===== config.mk =====
export PLATFORM = sky130hd
export DESIGN_NAME = demux_4
export DESIGN_NICKNAME = d
export VERILOG_FILES = /design/src/rtl/demux_pkg.sv /design/src/rtl/demux_slot.sv /design/src/rtl/demux_4.sv
export SDC_FILE = /design/constraint.sdc
export NUM_CORES = 1
export LEC_CHECK = 0
export ABC_AREA = 1
export BUFFER_PORTS_ARGS = -buffer_cell sky130_fd_sc_hd__buf_4
export CORE_MARGIN = 8
export CORE_UTILIZATION = 34
export DETAILED_ROUTE_END_ITERATION = 6
export GPL_TIMING_DRIVEN = 0
export RECOVER_POWER = 50
export SLEW_MARGIN = 20
export SYNTH_ARGS = -nofsm -noshare
export SYNTH_HDL_FRONTEND = slang
export SYNTH_HIERARCHICAL = 1
export SYNTH_SLANG_ARGS = --single-unit

===== constraint.sdc =====
create_clock -name clk -period 4.3 [get_ports clk]
set_input_delay 0 -clock clk [delete_from_list [all_inputs] [get_ports clk]]
set_output_delay 0 -clock clk [all_outputs]
set_load 0.01 [all_outputs]

===== src/rtl/demux_pkg.sv =====
// Shared definitions for the registered 1-to-4 demultiplexer.
package demux_pkg;

  localparam int NUM_CH = 4;

  // Channel indices, matching the encoding of the select input.
  localparam logic [1:0] CH_A = 2'b00;
  localparam logic [1:0] CH_B = 2'b01;
  localparam logic [1:0] CH_C = 2'b10;
  localparam logic [1:0] CH_D = 2'b11;

  // Occupancy of a one-entry output slot.
  typedef enum logic {
    SLOT_EMPTY = 1'b0,
    SLOT_FULL  = 1'b1
  } slot_state_t;

  // One-hot decode of a channel index.
  function automatic logic [NUM_CH-1:0] ch_onehot(input logic [1:0] ch);
    logic [NUM_CH-1:0] one;
    one = {{(NUM_CH-1){1'b0}}, 1'b1};
    return one << ch;
  endfunction

endpackage


===== src/rtl/demux_slot.sv =====
// One output channel: a one-entry word register, its occupancy state and a
// counter of words handed to the downstream consumer.
//
// Handshake: a word moves downstream on a rising edge where valid and
// out_ready are both high; a word moves in on a rising edge where load is
// high. load is only raised by the parent when can_load is high.
module demux_slot
  import demux_pkg::*;
#(
  parameter int WIDTH = 16,
  parameter int CNT_W = 8
) (
  input  logic               clk,
  input  logic               rst,
  input  logic               load,
  input  logic [0:WIDTH-1]   load_data,
  input  logic               out_ready,
  output logic               valid,
  output logic [0:WIDTH-1]   data,
  output logic [CNT_W-1:0]   count,
  output logic               can_load,
  output slot_state_t        state
);

  slot_state_t        state_q;
  slot_state_t        state_d;
  logic [0:WIDTH-1]   data_q;
  logic [CNT_W-1:0]   count_q;
  logic               drain;

  // A transfer happens whenever a held word meets a ready consumer.
  assign drain    = (state_q == SLOT_FULL) && out_ready;

  // Room exists if empty, or if the held word leaves on this same edge.
  assign can_load = (state_q == SLOT_EMPTY) || out_ready;

  // Occupancy state register.
  always_ff @(posedge clk or posedge rst) begin
    if (rst) begin
      state_q <= SLOT_EMPTY;
    end else begin
      state_q <= state_d;
    end
  end

  // Next occupancy: a load always leaves the slot full (including the
  // simultaneous drain-and-refill case); a drain without load empties it.
  always_comb begin
    state_d = state_q;
    case (state_q)
      SLOT_EMPTY: begin
        if (load) begin
          state_d = SLOT_FULL;
        end
      end
      SLOT_FULL: begin
        if (load) begin
          state_d = SLOT_FULL;
        end else if (out_ready) begin
          state_d = SLOT_EMPTY;
        end
      end
      default: state_d = SLOT_EMPTY;
    endcase
  end

  // Word register: captured on load, otherwise kept (not cleared on drain).
  always_ff @(posedge clk or posedge rst) begin
    if (rst) begin
      data_q <= '0;
    end else if (load) begin
      data_q <= load_data;
    end
  end

  // Delivered-word counter, wraps naturally at 2^CNT_W.
  always_ff @(posedge clk or posedge rst) begin
    if (rst) begin
      count_q <= '0;
    end else if (drain) begin
      count_q <= count_q + {{(CNT_W-1){1'b0}}, 1'b1};
    end
  end

  assign valid = (state_q == SLOT_FULL);
  assign data  = data_q;
  assign count = count_q;
  assign state = state_q;

endmodule


===== src/rtl/demux_4.sv =====
// Registered 1-to-4 demultiplexer: steers one input word per cycle to the
// output channel chosen by select, each channel holding its word until the
// consumer takes it.
//
// Handshake: the input transfers on a rising edge where in_valid and
// in_ready are both high; in_ready depends only on the channel addressed by
// select, so a stalled channel never blocks traffic to the others. Each
// output channel x transfers on a rising edge where out_valid[x] and
// out_ready[x] are both high.
module demux_4
  import demux_pkg::*;
#(
  parameter int WIDTH = 16,
  parameter int CNT_W = 8
) (
  input  logic               clk,
  input  logic               rst,
  input  logic               in_valid,
  output logic               in_ready,
  input  logic [0:WIDTH-1]   in_data,
  input  logic [1:0]         select,
  output logic [3:0]         out_valid,
  input  logic [3:0]         out_ready,
  output logic [0:WIDTH-1]   out_data_a,
  output logic [0:WIDTH-1]   out_data_b,
  output logic [0:WIDTH-1]   out_data_c,
  output logic [0:WIDTH-1]   out_data_d,
  output logic [CNT_W-1:0]   count_a,
  output logic [CNT_W-1:0]   count_b,
  output logic [CNT_W-1:0]   count_c,
  output logic [CNT_W-1:0]   count_d
);

  logic [NUM_CH-1:0] sel_onehot;
  logic [NUM_CH-1:0] can_load;
  logic [NUM_CH-1:0] load;
  logic              accept;
  logic [0:WIDTH-1]  slot_data  [NUM_CH];
  logic [CNT_W-1:0]  slot_count [NUM_CH];
  slot_state_t       slot_state [NUM_CH];

  // Decode the destination and steer the accept strobe to that slot only.
  always_comb begin
    sel_onehot = ch_onehot(select);
    in_ready   = can_load[select];
    accept     = in_valid && in_ready;
    load       = accept ? sel_onehot : '0;
  end

  for (genvar i = 0; i < NUM_CH; i++) begin : g_slot
    demux_slot #(
      .WIDTH (WIDTH),
      .CNT_W (CNT_W)
    ) u_slot (
      .clk       (clk),
      .rst       (rst),
      .load      (load[i]),
      .load_data (in_data),
      .out_ready (out_ready[i]),
      .valid     (out_valid[i]),
      .data      (slot_data[i]),
      .count     (slot_count[i]),
      .can_load  (can_load[i]),
      .state     (slot_state[i])
    );
  end

  assign out_data_a = slot_data[CH_A];
  assign out_data_b = slot_data[CH_B];
  assign out_data_c = slot_data[CH_C];
  assign out_data_d = slot_data[CH_D];

  assign count_a = slot_count[CH_A];
  assign count_b = slot_count[CH_B];
  assign count_c = slot_count[CH_C];
  assign count_d = slot_count[CH_D];

endmodule

==> key figures, run 1 <==
Status
  • Status: finished clean

CTS
  • Worst-path clk slew: 0.07 ns
  • Root buffer cell: clkbuf_16
  • CTS Buffer Depth: 2
  • CTS tree: built
  • Clock buffer count from CTS: 9
  • H-Tree Depth: 3
  • Clock Sinks: 100
  • Post_cts resized: 0
  • Worst skew pair latency: approximately 0.34 ns

Job
  • MaxCap Viol Count: 0

Global routing
  • First-pass GRT wire length: ~19000 µm
  • Vias in the first global route: 3776
  • Largest net degree at the start of global routing: 26
  • Total gr overflow: 0
  • All-Layer GR Usage: about 15%
  • Antenna violations before repair: 1

Setup path
  • WS Path Type: register to register
  • Slowest cell on crit path: dfrtp_1
  • CP endpoint kind: register
  • Type of origin of the critical path: register
  • Most used cell, CP: nand2_2
  • Number of buffers and inverters on the critical path: 3
  • Worst Path Max Fanout: 10
  • Critical Path RT: approximately 4.5 ns
  • Delay of the slowest cell on the worst path: 0.41 ns
  • Delay-heaviest family, CP: simple AND/OR/NAND/NOR gates
  • Crit path DAT: about 1.9 ns
  • CP cell instances: nand2_1 > nand2_2 > nand2_2 > nand2_2 > nand2_2 > nand2_2 > nor2_1 > buf_2 > inv_2 > buf_4 > nand2_1 > nand2_1

Placement
  • I/O Buffers: ~130
  • Routability Congestion: ~0.76
  • Hpwl dp: 9122 µm

Yosys
  • Largest family of logic cells by synthesized area: simple AND/OR/NAND/NOR gates
  • Seq cells post-synth: 100
  • Post-synthesis xor/xnor area fraction: 3.243%
  • Async set or reset register ratio after synthesis: 100.0%
  • Post-synthesis mux area share: under 10%
  • Top cell type's share of synthesized area: about 58%
  • Post-synth top area cell: dfrtp_1
  • Adder-Cell Fraction of Synth Area: under 10%
  • Post-Synth Simple-Gate Area: between 20 and 30%
  • Synthesized area per cell: 8.575 µm²
  • Gate Count Post-Synth: between 500 and 600
  • Synthesized area: around 4300 µm²
  • Syn Nets: 533
  • Synth top area cells: dfrtp_1 58%, nand2_1 23%, inv_1 4.4%
  • Synth top cells by count: 263 x nand2_1, 100 x dfrtp_1, 51 x inv_1
  • Post-synth cell types: 15
  • Post-synth EDFFs: 0
  • Yosys warns: 6
  • Register area share after synthesis: just under 60%
  • Synth Area in Compound Gates: 0%
  • Cell with the most instances after synthesis: nand2_1
  • Synth Flop Type: dfrtp_1

Timing
  • Fin Setup TNS: 0 ns
  • Slew Viols, Final: 0
  • Post-route minimum period: 1.696 ns
  • Setup Skew: approximately 0.011 ns
  • Maximum clock frequency: ~590 MHz
  • Final hold slack: roughly 0.18 ns
  • RSZ-0062 raised after global routing: no
  • Relative slew slack: around a third
  • Final setup viols: 0
  • Final Hold Viols: 0
  • Final critical-path share of the clock period: 39.43%
  • Worst-margin pin slew: a little over 1 ns

Detailed routing
  • DR WL/cell: 14.32 µm
  • DR vias/cell: around 4.3
  • Post-DRT Antenna Nets: 0
  • Vias: approximately 3600
  • Total wire length: around 12000 µm
  • Detailed Routing Iterations Pass 1: 4
  • DRT iter0 DRCs: between 150 and 200
  • DRC viols: 0

Power and ir drop
  • Max IR drop VDD: 0.2043 mV
  • Power per cell area: between 400 and 500 nW/µm²
  • Leakage: 3.083 nW

Layout
  • Area growth syn-to-layout: 32.66%
  • Nets@finish: 690
  • Ratio of cells with drive above 1 in the final layout: between 15 and 20%
  • Final Util: 45.80%

Die
  • Num rows: 41
  • Die width: 128.7 µm
  • Ports: approximately 130
  • Core area: between 10000 and 15000 µm²
  • Die height: between 100 and 150 µm
  • Die area: 16570 µm²
  • Starting density of the core: approximately 35%

Hold path
  • Worst Hold Class: input pin to register
stage by stage:
step | instance area, µm² | cells | setup slack (ns) | power [mW]
final | 5733 | 839 | 2.604 | 2.852
after global routing | 5733 | 839 | 2.404 | 3.031
after CTS | 6003 | 838 | 2.559 | 3.016
after detailed placement | 5475 | 801 | 2.575 | 2.115
after global placement | 5475 | 801 | 2.633 | 2.085
after floorplan | 4322 | 504 | 2.833 | 1.650
power by group:
part	leakage, nW	switching, mW	internal (mW)
Combinational	1.71	0.387	0.291
Sequential	1.21	0.171	1.14
Clock	0.156	0.350	0.515
Total	3.08	0.907	1.94
path summary, 6_finish.rpt:
kind                       cells past startpoint                        end  slack, ns                 startpoint
max in group asynchronous                      3  g_slot[2].u_slot/count[5]       3.12                        rst
max                                           12   g_slot[2].u_slot/data[3]       2.60     g_slot[1].u_slot/state
min in group asynchronous                      3  g_slot[3].u_slot/data[10]       0.37                        rst
max reg2reg                                   12   g_slot[2].u_slot/data[3]       2.60     g_slot[1].u_slot/state
min                                            6   g_slot[3].u_slot/data[7]       0.18                  select[1]
min reg2reg                                    2  g_slot[1].u_slot/data[13]       0.47  g_slot[1].u_slot/data[13]
worst register-to-register path: cells and delay by family (launching register included):
family | cells | cell delay, ns
flops | 1 | 0.41
simple gates | 9 | 0.65
buf+inv | 3 | 0.53
cells in the final DEF, fill, tap and decap left out, drive strengths merged:
cell,n
diode,1
nand2,272
xor2,8
inv,54
dfrtp,100
buf,71
nand4,6
mux2,4
bufinv,2
clkbuf,81
clkinv,5
dlygate4sd3,21
xnor2,8
nand3,16
ha,4
nor2,14
routing by layer:
metal | track usage [%] | up-vias | share of wire [%]
met5 | 0 | - | 0
met4 | 6.496 | 0 | 1.9
li1 | - | 1811 | -
met2 | 25.92 | 81 | 49
met1 | 16.94 | 1697 | 41
met3 | 4.717 | 15 | 7.2
area by class of cell:
type                       instances  area [µm²]
timing repair buffer             146       885.9
antenna                            1       2.502
fill                            1322        6784
sequential                       100        2502
inverter                          56       210.2
buffer                            16       100.1
clock inverter                     5       85.08
multi-input combinational        332        1499
tap                              172       215.2
clock buffer                      11       232.7
cells by family after synthesis:
| logic type | after synthesis |
|---|---|
| flops | 100 |
| fa+ha+maj | 4 |
| xor+xnor | 16 |
| mux | 4 |
| buf+inv | 72 |
| simple gates | 308 |
state kept, by name (all words and copies together), names as in the netlist:
name / flops
g_slot.u_slot/data: 64
g_slot.u_slot/count: 32
g_slot.u_slot/state: 4
timing repair:
action                                 CTS  global route
setup buffers                            0             0
endpoints found under the hold margin  172             0
hold buffers                            21             0
Power figures use the tool's default switching activity.
==> run 2, diff against run 1 <==
--- a/config.mk
+++ b/config.mk
@@ -5,7 +5,7 @@
 export SDC_FILE = /design/constraint.sdc
 export NUM_CORES = 1
 export LEC_CHECK = 0
-export ABC_AREA = 1
+export ABC_AREA = 0
 export BUFFER_PORTS_ARGS = -buffer_cell sky130_fd_sc_hd__buf_4
 export CORE_MARGIN = 8
 export CORE_UTILIZATION = 34
==> constraint.sdc (replaced) <==
create_clock -name clk -period 1.48 [get_ports clk]
set_input_delay 0 -clock clk [delete_from_list [all_inputs] [get_ports clk]]
set_output_delay 0 -clock clk [all_outputs]
set_load 0.01 [all_outputs]
==> run 2 against run 1 <==
The run now ends with negative hold slack, negative setup slack left; clock skew is 0.0059 ns lower; flip-flop and latch count stayed put; critical path depth is 9 lower; register-to-register slack worse by 2.7 ns; die area is 4.8% lower; first-iteration DRC count is 1.3% higher; worst hold slack worse by 0.19 ns; highest routed layer unchanged; clock power is 150% higher; wire length is 7.5% lower; clock-buffer cell count is 2 higher; area after synthesis is 5.4% lower; non-clock buffer count is 9 higher.
==> key figures, run 2 <==
Status
  • Status: finished with violations (was finished clean)
  • Failing checks: negative hold slack, negative setup slack

Global routing
  • Total gr overflow: 0 (unchanged)
  • First-pass GRT wire length: 17600 µm (was 19370 µm)
  • Antenna violations before repair: 0 (was 1)
  • Vias in the first global route: 3106 (was 3776)
  • All-Layer GR Usage: 14.22% (was 15.09%)
  • Largest net degree at the start of global routing: 26 (unchanged)

Layout
  • Area growth syn-to-layout: 48.68% (was 32.66%)
  • Leading cell type in the layout, fill and taps excluded: buf_4 (was nand2_1)
  • Commonest non-fill, non-tap cells in the layout: 114 x buf_4, 100 x dfrtp_1, 49 x mux2_4 (was 267 x nand2_1, 100 x dfrtp_1, 72 x clkbuf_1)
  • Max reg flops: 64 (unchanged)
  • N_diodes: 0 (was 1)
  • Ratio of cells with drive above 1 in the final layout: 50.78% (was 16.07%)
  • Post-route cell area: 6076 µm² (was 5733 µm²)
  • Filler Cells Inserted: 1070 (was 1322)
  • Nets@finish: 472 (was 690)

Timing
  • Relative slew slack: 26.68% (was 31.53%)
  • RSZ-0062 raised after global routing: yes (was no)
  • Slew Viols, Final: 0 (unchanged)
  • Worst-margin pin slew: 1.099 ns (was 1.026 ns)
  • Final setup viols: 37 (was 0)
  • Final hold slack: -0.009625 ns (was 0.1812 ns)
  • Fin Setup TNS: -1.257 ns (was 0 ns)
  • Final critical-path share of the clock period: 107.1%
  • Post-route minimum period: about 1.6 ns
  • Setup Skew: 0.005208 ns (was 0.01113 ns)
  • Final Hold Viols: 1 (was 0)
  • Setup ws final: -0.1057 ns (was 2.604 ns)
  • Maximum clock frequency: around 630 MHz

Power and ir drop
  • Max IR drop VDD: 0.6266 mV (was 0.2043 mV)
  • Sequential share of power: 45.6% (was 45.9%)
  • Sw Ratio: 29.50% (was 31.82%)
  • Leakage: 2.890 nW (was 3.083 nW)
  • Clock power frac: 25.1% (was 30.3%)
  • P_sw: 2.539 mW (was 0.9075 mW)
  • Power per cell area: 1417 nW/µm² (was 497.5 nW/µm²)
  • P_int: 6.068 mW (was 1.945 mW)
  • Combinational fraction of design power: 29.3% (was 23.8%)

Die
  • Core area: 11860 µm² (was 12520 µm²)
  • Starting density of the core: 34.45% (was 34.53%)
  • Die area: 15780 µm² (was 16570 µm²)
  • Die width: 125.6 µm (was 128.7 µm)
  • Die height: 125.6 µm (was 128.7 µm)
  • Num rows: 40 (was 41)
  • Ports: 126 (unchanged)

Yosys
  • Syn Nets: 302 (was 533)
  • Gate Count Post-Synth: 273 (was 504)
  • Async set or reset register ratio after synthesis: 100.0% (unchanged)
  • Synth Flop Type: dfrtp_1 (unchanged)
  • Synth top area cells: dfrtp_1 61%, mux2_2 19%, xnor2_1 4.3% (was dfrtp_1 58%, nand2_1 23%, inv_1 4.4%)
  • Register area share after synthesis: 61.24% (was 57.90%)
  • Synthesized area per cell: 14.97 µm² (was 8.575 µm²)
  • Seq cells post-synth: 100 (unchanged)
  • Synth top cells by count: 100 x dfrtp_1, 68 x mux2_2, 20 x xnor2_1 (was 263 x nand2_1, 100 x dfrtp_1, 51 x inv_1)
  • Post-synth EDFFs: 0 (unchanged)
  • Top cell type's share of synthesized area: 61.24% (was 57.90%)
  • Synthesized area: 4086 µm² (was 4322 µm²)
  • Post-synth cell types: 21 (was 15)
  • Yosys warns: 6 (unchanged)
  • Cell with the most instances after synthesis: dfrtp_1 (was nand2_1)
  • Post-synth top area cell: dfrtp_1 (unchanged)

Detailed routing
  • DR vias/cell: 4.692 (was 4.296)
  • DR WL/cell: 18.70 µm (was 14.32 µm)
  • Vias: 2787 (was 3604)
  • Total wire length: 11110 µm (was 12020 µm)
  • Detailed Routing Iterations Pass 1: 4 (unchanged)
  • Post-DRT Antenna Nets: 0 (unchanged)
  • DRT iter0 DRCs: 154 (was 152)
  • DRC viols: 0 (unchanged)

CTS
  • CTS Buffer Depth: 2 (unchanged)
  • Clock buffer count from CTS: 9 (unchanged)
  • Worst skew pair latency: 0.33 ns (was 0.34 ns)
  • CTS tree: built (unchanged)
  • Worst-path clk slew: 0.06 ns (was 0.07 ns)
  • Clock Sinks: 100 (unchanged)
  • H-Tree Depth: 3 (unchanged)
  • Root buffer cell: clkbuf_16 (unchanged)

Setup path
  • Critical Path RT: 1.48 ns (was 4.54 ns)
  • Type of origin of the critical path: register (unchanged)
  • WS Path Type: register to output pin (was register to register)
  • CP endpoint kind: output pin (was register)
  • Worst Path Max Fanout: 3 (was 10)
  • Crit path DAT: 1.59 ns (was 1.93 ns)

Job
  • MaxCap Viol Count: 0 (unchanged)

Hold path
  • Worst Hold Class: input pin to register (unchanged)

Placement
  • Post-DP Area: 5210 µm² (was 5475 µm²)
  • Hpwl dp: 7646 µm (was 9122 µm)
  • Routability Congestion: 0.7431 (was 0.7614)
  • I/O Buffers: 125 (unchanged)
  • Setup WS pre-CTS: -0.2342 ns (was 2.575 ns)
==> run 2: changes by cell type after synthesis, sizes merged, moves of 10 or more <==
| cell | change |
|---|---|
| nand3 | -12 |
| inv | -52 |
| xnor2 | +12 |
| mux2 | +64 |
| nand2 | -256 |
| nor2 | -10 |
==> run 2: metrics by stage <==
stage          util (%)  std cells  power (mW)
2_1_floorplan         -        273       4.917
4_1_cts           50.69        595       8.675
3_3_place_gp      43.92        545       6.231
6_report          51.22        594       8.607
3_5_place_dp      43.92        545       6.296
5_1_grt           51.22        594       9.081
==> run 2: cell type report <==
class                   instances  area (µm²)  area share [%]
clock inverters                 2       10.01          0.1647
repair buffers                164        1370           22.55
clock buffers                  13       260.3           4.283
inverters                       4       15.01          0.2471
plain buffers                   7       90.09           1.483
multi-input cells             157        1644           27.06
well taps                     147       183.9           3.027
flip-flops and latches        100        2502           41.19
==> run 2: per-layer routing <==
metal	wire (µm)	global-route usage, %	vias up
met3	794	5.612	10
met1	4835	16.32	1414
met2	5329	23.49	77
met4	149	5.372	0
li1	-	-	1286
met5	0	0	-
==> run 2: cell families after synthesis <==
logic type	share of synthesized area [%]
AND/OR/NAND/NOR	8.940
XOR/XNOR	6.001
multiplexers	19.29
flip-flops	61.24
buffers and inverters	3.307
adder cells (fa/ha/maj)	1.225
==> run 2: path summary, 6_finish.rpt <==
path                                              to                 startpoint  depth (start not counted)  slack, ns
min                           g_slot[1].u_slot/state               out_ready[1]                          3      -0.01
min in group asynchronous   g_slot[0].u_slot/data[3]                        rst                          3       0.37
max                                         in_ready     g_slot[3].u_slot/state                          3      -0.11
max in group asynchronous   g_slot[3].u_slot/data[0]                        rst                          3       0.24
min reg2reg                g_slot[2].u_slot/count[7]  g_slot[2].u_slot/count[7]                          1       0.48
max reg2reg                 g_slot[3].u_slot/data[2]     g_slot[3].u_slot/state                          5      -0.06
==> run 2: power by group through the flow <==
stage,clock [mW],combinational (mW),sequential (mW)
after global placement,0,2.30,3.94
final,2.16,2.52,3.92
after CTS,2.23,2.53,3.92
after global routing,2.33,2.73,4.01
after detailed placement,0,2.33,3.96
after floorplan,0,0.785,4.13
==> run 2: critical path, stage by stage (launching register included) <==
cell and delay (ns):
dfrtp_1 0.34, or2b_1 0.28, mux4_2 0.49, buf_6 0.14
==> run 2: timing repair <==
| item | CTS | global route |
|---|---|---|
| endpoints found under the hold margin | 121 | 0 |
| hold buffers | 21 | 0 |
| resized for setup | 38 | 37 |
| setup endpoints to repair | 68 | 66 |
| cloned | 1 | 3 |
| buffers inserted | 13 | 1 |
| pin swaps | 1 | 4 |
==> run 3, diff against run 2 <==
--- a/config.mk
+++ b/config.mk
@@ -12,6 +12,7 @@
 export DETAILED_ROUTE_END_ITERATION = 6
 export GPL_TIMING_DRIVEN = 0
 export RECOVER_POWER = 50
+export SETUP_SLACK_MARGIN = 0.15
 export SLEW_MARGIN = 20
 export SYNTH_ARGS = -nofsm -noshare
 export SYNTH_HDL_FRONTEND = slang
==> run 3 against run 2 <==
The run still ends with negative hold slack, negative setup slack left; clock skew is 0.0019 ns lower; non-clock buffer count is 6 higher; combinational power is 4% higher; sequential power hardly changed; global-route usage is 0.10 points higher; setup slack worse by 0.027 ns; wire length is 0.31% lower; flip-flop and latch count stayed put; critical path type unchanged; largest cell class unchanged; largest power group unchanged.
==> key figures, run 3 (synthesis gave the netlist of run 2 again) <==
Status
  • Status: finished with violations (unchanged)
  • Failing checks: negative hold slack, negative setup slack (unchanged)

CTS
  • CTS tree: built (unchanged)
  • H-Tree Depth: 3 (unchanged)
  • Worst-path clk slew: 0.06 ns (about the same)
  • Worst skew pair latency: 0.34 ns (was 0.33 ns)
  • Clock buffer count from CTS: 9 (unchanged)
  • CTS Buffer Depth: 2 (unchanged)
  • Clock Sinks: 100 (unchanged)
  • Root buffer cell: clkbuf_16 (unchanged)

Detailed routing
  • Vias: 2804 (was 2787)
  • Total wire length: 11070 µm (was 11110 µm)
  • DR WL/cell: 18.43 µm (was 18.70 µm)
  • Post-DRT Antenna Nets: 0 (unchanged)
  • Met3 routed WL: 741 µm (was 794 µm)
  • DRC viols: 0 (unchanged)
  • Highest Signal Layer: met4 (unchanged)
  • Metal-1 WL: 4871 µm (was 4835 µm)
  • Detailed Routing Iterations Pass 1: 4 (unchanged)
  • DRT iter0 DRCs: 126 (was 154)
  • DR vias/cell: 4.666 (was 4.692)
  • Met2 wire length: 5350 µm (was 5329 µm)

Timing
  • RSZ-0062 raised after global routing: yes (unchanged)
  • Final hold slack: -0.01555 ns (was -0.009625 ns)
  • Final Hold Viols: 2 (was 1)
  • Maximum clock frequency: 620.0 MHz (was 630.6 MHz)
  • Relative slew slack: 25.78% (was 26.68%)
  • Final setup viols: 48 (was 37)
  • Setup ws final: -0.1330 ns (was -0.1057 ns)
  • Setup Skew: 0.003338 ns (was 0.005208 ns)
  • Fin Setup TNS: -2.778 ns (was -1.257 ns)
  • Worst-margin pin slew: 1.112 ns (was 1.099 ns)
  • Final critical-path share of the clock period: 109.0% (was 107.1%)
  • Slew Viols, Final: 0 (unchanged)
  • Post-route minimum period: 1.613 ns (was 1.586 ns)

Die
  • Die height: 125.6 µm (unchanged)
  • Ports: 126 (unchanged)
  • Num rows: 40 (unchanged)
  • Core area: 11860 µm² (unchanged)
  • Die width: 125.6 µm (unchanged)
  • Die area: 15780 µm² (unchanged)
  • Starting density of the core: 34.45% (unchanged)

Layout
  • Area growth syn-to-layout: 52.73% (was 48.68%)
  • Max reg flops: 64 (unchanged)
  • N_diodes: 0 (unchanged)
  • Ratio of cells with drive above 1 in the final layout: 55.95% (was 50.78%)
  • Leading cell type in the layout, fill and taps excluded: buf_4 (unchanged)
  • Commonest non-fill, non-tap cells in the layout: 134 x buf_4, 100 x dfrtp_1, 48 x mux2_4 (was 114 x buf_4, 100 x dfrtp_1, 49 x mux2_4)
  • Post-route insts no fill: 601 (was 594)
  • Filler Cells Inserted: 1037 (was 1070)
  • Nets@finish: 478 (was 472)

Setup path
  • Worst Path Max Fanout: 3 (unchanged)
  • Type of origin of the critical path: register (unchanged)
  • CP endpoint kind: output pin (unchanged)
  • CP cell instances: or2b_4 > mux4_2 > buf_6 (was or2b_1 > mux4_2 > buf_6)
  • WS Path Type: register to output pin (unchanged)
  • Critical Path RT: 1.48 ns (about the same)
  • Delay of the slowest cell on the worst path: 0.48 ns (was 0.49 ns)
  • Crit path DAT: 1.61 ns (was 1.59 ns)
  • Slowest cell on crit path: mux4_2 (unchanged)

Placement
  • Routability Congestion: 0.7301 (was 0.7431)
  • I/O Buffers: 125 (unchanged)
  • Placed Instances: 545 (unchanged)
  • Setup WS pre-CTS: -0.2829 ns (was -0.2342 ns)
  • Hpwl dp: 7540 µm (was 7646 µm)

Global routing
  • First-pass GRT wire length: 17520 µm (was 17600 µm)
  • All-Layer GR Usage: 14.33% (was 14.22%)
  • Largest net degree at the start of global routing: 26 (unchanged)
  • Antenna violations before repair: 0 (unchanged)
  • Total gr overflow: 0 (unchanged)
  • Vias in the first global route: 3116 (was 3106)

Power and ir drop
  • Clock power frac: 25.4% (was 25.1%)
  • Sw Ratio: 29.01% (was 29.50%)
  • Combinational fraction of design power: 29.7% (was 29.3%)
  • P_sw: 2.541 mW (was 2.539 mW)
  • P_int: 6.220 mW (was 6.068 mW)
  • Max IR drop VDD: 0.8746 mV (was 0.6266 mV)
  • Power per cell area: 1404 nW/µm² (was 1417 nW/µm²)
  • Sequential share of power: 44.8% (was 45.6%)
  • Leakage: 3.011 nW (was 2.890 nW)
  • Total power: 8.761 mW (was 8.607 mW)

Hold path
  • Worst Hold Class: input pin to register (unchanged)

Job
  • MaxCap Viol Count: 0 (unchanged)
## run 3: changes by cell type in the layout (fill, tap and decap cells not counted), sizes merged
cell          before  now
buf              128  152
dlymetal6s4s       0    1
clkinv             2    1
dlygate4sd3       21   20
clkbuf            35   19
## run 3: critical path: cells and delay by family (launching register included)
family	cells	cell delay [ns]
muxes	1	0.48
buffers and inverters	1	0.14
and+or+nand+nor	1	0.29
DFF	1	0.35
## run 3: through the flow
step	instance area (µm²)	util (%)
2_1_floorplan	4155	-
3_3_place_gp	5278	44.49
3_5_place_dp	5278	44.49
4_1_cts	6073	51.20
5_1_grt	6241	52.62
6_report	6241	52.62
## run 3: path summary, 6_finish.rpt
| kind | from | endpoint | slack (ns) | cells past startpoint |
|---|---|---|---|---|
| max in group asynchronous | rst | g_slot[1].u_slot/data[10] | 0.27 | 3 |
| setup / recovery | g_slot[1].u_slot/state | in_ready | -0.13 | 3 |
| min in group asynchronous | rst | g_slot[2].u_slot/data[15] | 0.49 | 3 |
| hold reg to reg | g_slot[1].u_slot/count[7] | g_slot[1].u_slot/count[7] | 0.48 | 1 |
| setup reg to reg | g_slot[2].u_slot/state | g_slot[2].u_slot/data[4] | -0.10 | 5 |
| hold / removal | out_ready[3] | g_slot[3].u_slot/count[0] | -0.02 | 3 |
## run 3: cell type report
| cell class | count | area [µm²] | share of cell area [%] |
|---|---|---|---|
| sequential | 100 | 2502 | 40.10 |
| multi-input combinational | 157 | 1664 | 26.66 |
| timing repair buffer | 165 | 1418 | 22.71 |
| clock buffer | 15 | 277.8 | 4.451 |
| tap | 147 | 183.9 | 2.947 |
| buffer | 12 | 175.2 | 2.807 |
| inverter | 4 | 15.01 | 0.2406 |
| clock inverter | 1 | 5.005 | 0.08019 |
## run 3: what timing repair did
item / in CTS / in global routing
gates cloned: 2 / 2
endpoints found under the setup margin: 69 / 69
gates resized for setup: 46 / 17
setup buffers: 11 / 4
endpoints found under the hold margin: 164 / 2
hold buffers: 19 / 2
pin swaps: 1 / 1
## run 3: metal layers
layer  vias to the layer above  track usage (%)
li1                       1295                -
met1                      1422            17.66
met2                        78            22.73
met3                         9            5.907
met4                         0            3.725
met5                         -                0
## run 3: power by group through the flow
stage	Sequential (mW)	Clock (mW)	Combinational (mW)
5_1_grt	4.03	2.42	2.81
2_1_floorplan	4.13	0	0.842
4_1_cts	3.93	2.31	2.59
6_report	3.93	2.23	2.61
3_3_place_gp	3.95	0	2.34
3_5_place_dp	3.97	0	2.38
